### config.mk
export PLATFORM = sky130hd
export DESIGN_NAME = regfile_mp
export DESIGN_NICKNAME = d
export VERILOG_FILES = /design/src/rtl/regfile_mp.sv
export SDC_FILE = /design/constraint.sdc
export NUM_CORES = 1
export LEC_CHECK = 0
export ABC_CLOCK_PERIOD_IN_PS = 6300
export CORE_UTILIZATION = 58
export CTS_CLUSTER_DIAMETER = 80
export DETAILED_ROUTE_END_ITERATION = 10
export PLACE_DENSITY_LB_ADDON = 0.1
export SKIP_CTS_REPAIR_TIMING = 1
export SLEW_MARGIN = 30
export SYNTH_ARGS = -nofsm -noshare
export SYNTH_HDL_FRONTEND = slang
export SYNTH_SLANG_ARGS = --single-unit
### constraint.sdc
create_clock -name clk -period 6.3 [get_ports clk]
set_clock_uncertainty 0.2 [all_clocks]
set_input_delay 0.63 -clock clk [delete_from_list [all_inputs] [get_ports clk]]
set_output_delay 0.63 -clock clk [all_outputs]
set_load 0.02 [all_outputs]
### src/rtl/regfile_mp.sv
// Multi-port register file: two combinational read ports, one write port, sequenced post-reset clear, busy scoreboard.
// Latency: reads and busy lookups are zero-latency; writes land on the next clk edge; no backpressure, Ready gates use.
module regfile_mp #(
  parameter int N        = 8,
  parameter int DEPTH    = 4,
  parameter bit ZERO_REG = 1'b1,
  parameter bit BYPASS   = 1'b1,
  localparam int AW      = $clog2(DEPTH)
) (
  input  logic          clk,
  input  logic          nReset,
  input  logic          Reg_w,
  input  logic [AW-1:0] Waddr,
  input  logic [N-1:0]  Wdata,
  input  logic [AW-1:0] Raddr1,
  input  logic [AW-1:0] Raddr2,
  output logic [N-1:0]  Rdata1,
  output logic [N-1:0]  Rdata2,
  input  logic          Busy_set,
  input  logic [AW-1:0] Busy_addr,
  output logic          Busy1,
  output logic          Busy2,
  output logic          Ready
);

  typedef enum logic {
    INIT = 1'b0,
    RUN  = 1'b1
  } state_t;

  state_t          state;
  state_t          state_nxt;
  logic [AW-1:0]   cnt;
  logic [AW-1:0]   cnt_nxt;
  logic            running;

  logic [N-1:0]    gpr [DEPTH];
  logic [DEPTH-1:0] busy;
  logic [DEPTH-1:0] busy_nxt;

  logic            wr_en;
  logic [AW-1:0]   wr_addr;
  logic [N-1:0]    wr_dat;

  logic [AW-1:0]   raddr [2];
  logic [N-1:0]    rdata [2];
  logic            rbusy [2];

  // State register
  always_ff @(posedge clk) begin
    if (!nReset) begin
      state <= INIT;
      cnt   <= '0;
    end else begin
      state <= state_nxt;
      cnt   <= cnt_nxt;
    end
  end

  // Next-state logic: INIT walks every address once, then hands over to RUN
  always_comb begin
    state_nxt = state;
    cnt_nxt   = cnt;
    case (state)
      INIT: begin
        cnt_nxt = cnt + AW'(1);
        if (cnt == AW'(DEPTH - 1)) begin
          state_nxt = RUN;
        end
      end
      RUN: begin
        state_nxt = RUN;
      end
      default: begin
        state_nxt = INIT;
        cnt_nxt   = '0;
      end
    endcase
  end

  // Output logic
  always_comb begin
    running = (state == RUN);
    Ready   = running;
  end

  // Single write port shared between the clear sequencer and normal writeback
  always_comb begin
    wr_en   = 1'b0;
    wr_addr = Waddr;
    wr_dat  = Wdata;
    if (!running) begin
      wr_en   = 1'b1;
      wr_addr = cnt;
      wr_dat  = '0;
    end else if (Reg_w && !(ZERO_REG && (Waddr == '0))) begin
      wr_en   = 1'b1;
    end
  end

  always_ff @(posedge clk) begin
    if (nReset && wr_en) begin
      gpr[wr_addr] <= wr_dat;
    end
  end

  // Scoreboard: a newly issued producer outranks a retiring one on the same register
  always_comb begin
    busy_nxt = busy;
    if (running) begin
      for (int i = 0; i < DEPTH; i++) begin
        if (Busy_set && (Busy_addr == AW'(i)) && !(ZERO_REG && (i == 0))) begin
          busy_nxt[i] = 1'b1;
        end else if (Reg_w && (Waddr == AW'(i))) begin
          busy_nxt[i] = 1'b0;
        end
      end
    end
  end

  always_ff @(posedge clk) begin
    if (!nReset) begin
      busy <= '0;
    end else begin
      busy <= busy_nxt;
    end
  end

  assign raddr[0] = Raddr1;
  assign raddr[1] = Raddr2;

  always_comb begin
    for (int p = 0; p < 2; p++) begin
      rdata[p] = '0;
      rbusy[p] = 1'b0;
      if (running) begin
        if (ZERO_REG && (raddr[p] == '0)) begin
          rdata[p] = '0;
        end else if (BYPASS && Reg_w && (Waddr == raddr[p])) begin
          rdata[p] = Wdata;
        end else begin
          rdata[p] = gpr[raddr[p]];
        end
        // A write retiring this register hides its busy bit unless a new producer is issued alongside
        if (BYPASS && Reg_w && (Waddr == raddr[p]) && !(Busy_set && (Busy_addr == raddr[p]))) begin
          rbusy[p] = 1'b0;
        end else begin
          rbusy[p] = busy[raddr[p]];
        end
      end
    end
  end

  assign Rdata1 = rdata[0];
  assign Rdata2 = rdata[1];
  assign Busy1  = rbusy[0];
  assign Busy2  = rbusy[1];

endmodule

==> flow_summary_export.csv <==
group,metric,value,unit
final_layout,nFillCells,286,
route,drt-total-wl,5831,um
worst_setup_path,crit_required,5470,ps
route,drt_iter0_markers,178,
floorplan,dieArea,0.004396,mm^2
logic_synthesis,syn-num-nets,200,
global_routing,globalRouteTotalUtil,28.85,%
worst_setup_path,setup.worst_path.end_class,"primary output",
power_and_ir_drop,intPower,441.7,uW
outcome,status,"complete, no violations",
clocking,cts-root-buf,"clkbuf_8",
sta,drv_slew,0,
worst_setup_path,path_class,"in2out",
sta,maxSlewHeadroom,33.39,%
clocking,cts_buffers,5,
global_routing,grt-ovfl-total,0,
power_and_ir_drop,power-per-cell-area,223.6,mW/mm^2
sta,rsz0062_at_grt,"false",
global_routing,antenna_found_initial,0,
clocking,cts_max_path_buffers,2,
global_routing,grt_pass1_vias,1762,
sta,fin_crit,4055,ps
final_layout,final_nets,231,
worst_setup_path,r2r_slack,3680,ps
worst_setup_path,critical_path_buf_inv_count,3,
clocking,path_clk_slew,70,ps
floorplan,initial_utilization,60.40,%
logic_synthesis,seq_area_frac_synth,45.07,%
route,dr_total_vias,1788,
sta,max_clock_freq,246.6,MHz
logic_synthesis,synth_warnings,0,
worst_setup_path,critPathMaxFanout,20,
power_and_ir_drop,power_frac_clock,25.5,%
sta,fin_crit_sh,64.37,%
floorplan,io_pins,39,
power_and_ir_drop,p_leak,0.9075,nW
sta,report.final.hold_viol_count,0,
final_layout,num_antenna_cells,0,
power_and_ir_drop,max-vdd-ir-drop,150.9,uV
route,routed_via_density,6.851,
power_and_ir_drop,switching_share,29.20,%
clocking,cts_tree,"done",
worst_setup_path,crit_top_cell,"clkdlybuf4s50_1",
clocking,clock-sinks,38,
route,first_pass_iters,4,
final_layout,area_growth,16.33,%
logic_synthesis,netlist_area,0.002399,mm^2
global_routing,grt_pass1_wl,8880,um
floorplan,die_h,66.31,um
sta,finalSetupViolCount,0,
route,ant_nets,0,
final_layout,final_cell_mix,"36 x clkdlybuf4s50_1, 32 x edfxtp_1, 18 x nand4_1",
global_routing,grt_start_max_net_pins,27,
placement,hpwl,3983,um
clocking,clkLatencyLatePin,290,ps
route,post-route-drc-count,0,
floorplan,chipWidth,66.31,um
power_and_ir_drop,power,623.9,uW
worst_setup_path,startpoint_type,"input port",
route,wl_per_cell,22.34,um
run,maxCapViolCount,0,
final_layout,post_route_cells_drive_above_1_share,12.80,%
sta,whs,303.8,ps
clocking,htree_num_levels,2,
final_layout,final_common_cell,"clkdlybuf4s50_1",
worst_setup_path,cp_slowest_cell,"clkdlybuf4s50_1",
worst_setup_path,cpPeakStageDelay,880,ps
worst_setup_path,cp.arrival,3230,ps
logic_synthesis,synthCells,179,
placement,gp_congestion,0.8334,
floorplan,design.core.area,0.003971,mm^2
min_path,hp-class,"reg2reg",
worst_setup_path,cp_top_family,"buffers and inverters",
worst_setup_path,worstPathCellList,"clkdlybuf4s50_1 > clkinv_1 > o31ai_1 > a21oi_1 > clkdlybuf4s50_1",
logic_synthesis,yosysUniqueCellTypes,34,
logic_synthesis,synth_seq_cells,38,
power_and_ir_drop,comb_power_share,23.7,%
placement,port_buffers,38,
power_and_ir_drop,pwr-share-seq,50.8,%
floorplan,std_cell_rows,23,
logic_synthesis,syn_area_per_cell,13.40,um^2
power_and_ir_drop,p_sw,182.2,uW
sta,tightest_slew,997.0,ps
sta,fin_setup_tns,0,ps
-- worst min-delay path: cells and delay by family (launching register included) --
kind            cells  cell delay, ps
flops               1             340
simple gates        1              60
compound gates      1              60
-- power by group through the flow --
stage / clock [mW] / combinational, mW / sequential, mW
2_1_floorplan: 0 / 0.104 / 0.314
3_3_place_gp: 0 / 0.143 / 0.319
3_5_place_dp: 0 / 0.146 / 0.322
4_1_cts: 0.160 / 0.147 / 0.317
5_1_grt: 0.171 / 0.157 / 0.320
6_report: 0.159 / 0.148 / 0.317
-- through the flow --
| step | util [%] | setup slack (ps) | cell area, um^2 | instances |
|---|---|---|---|---|
| floorplan | - | 3821 | 2399 | 179 |
| CTS | 70.51 | 2223 | 2800 | 261 |
| global route | 70.26 | 2079 | 2790 | 261 |
| detailed placement | 68.46 | 2238 | 2719 | 253 |
| finish | 70.26 | 2245 | 2790 | 261 |
| global placement | 68.46 | 2292 | 2719 | 253 |
-- cells in the mapped netlist, drive strengths merged --
master / instances / area, um^2
o31ai: 16 / 120.1
nand4: 18 / 112.6
o21ai: 3 / 15.01
edfxtp: 32 / 960.9
o21a: 2 / 15.01
clkbuf: 3 / 11.26
and2: 9 / 56.30
nor3b: 1 / 7.510
o311a: 2 / 20.02
a21boi: 5 / 37.54
nand4b: 3 / 26.28
clkinv: 1 / 3.750
nand2: 7 / 26.28
nor4b: 1 / 8.760
nor2b: 1 / 6.260
and3: 2 / 12.51
nand3b: 1 / 7.510
mux4: 16 / 382.9
ha: 1 / 12.51
mux2i: 5 / 50.05
dfxtp: 6 / 120.1
nor2: 2 / 7.510
nand3: 1 / 5.000
a21oi: 16 / 80.08
buf: 12 / 118.9
xnor2: 9 / 108.9
xor2: 4 / 65.06
-- flip-flops by register name, indices dropped and copies added (netlist names) --
name and cells:
busy 3, gpr 32, Ready 1, cnt 2
-- worst paths after layout --
path              cells after the start         to    start
hold / removal                        2    busy[1]  busy[1]
setup reg to reg                      2  gpr[3][0]    Ready
hold reg to reg                       2    busy[1]  busy[1]
setup / recovery                      5  Rdata1[7]    Reg_w
-- per-layer routing --
metal / vias up / share of wire (%) / track usage (%)
li1: 798 / - / -
met1: 874 / 40 / 35.87
met2: 95 / 50 / 47.70
met3: 21 / 7.5 / 7.414
met4: 0 / 2.8 / 11.97
met5: - / 0 / 0
-- area by class of cell --
| type | count | area (um^2) | area share [%] |
|---|---|---|---|
| multi-input combinational | 125 | 1184 | 42.42 |
| sequential | 38 | 1081 | 38.74 |
| timing repair buffer | 39 | 377.9 | 13.54 |
| clock buffer | 6 | 72.57 | 2.601 |
| tap | 50 | 62.56 | 2.242 |
| clock inverter | 2 | 8.758 | 0.3139 |
| inverter | 1 | 3.754 | 0.1345 |
-- logic make-up (layout without fill, tap and decap cells) --
| family | Yosys count | count (layout) | share of synthesized area, % |
|---|---|---|---|
| compound gates | 44 | 44 | 12.00 |
| xor+xnor | 13 | 13 | 7.251 |
| fa+ha+maj | 1 | 1 | 0.5216 |
| buf+inv | 16 | 48 | 5.581 |
| flops | 38 | 38 | 45.07 |
| mux | 21 | 21 | 18.05 |
| simple gates | 46 | 46 | 11.53 |
Power figures use the tool's default switching activity.
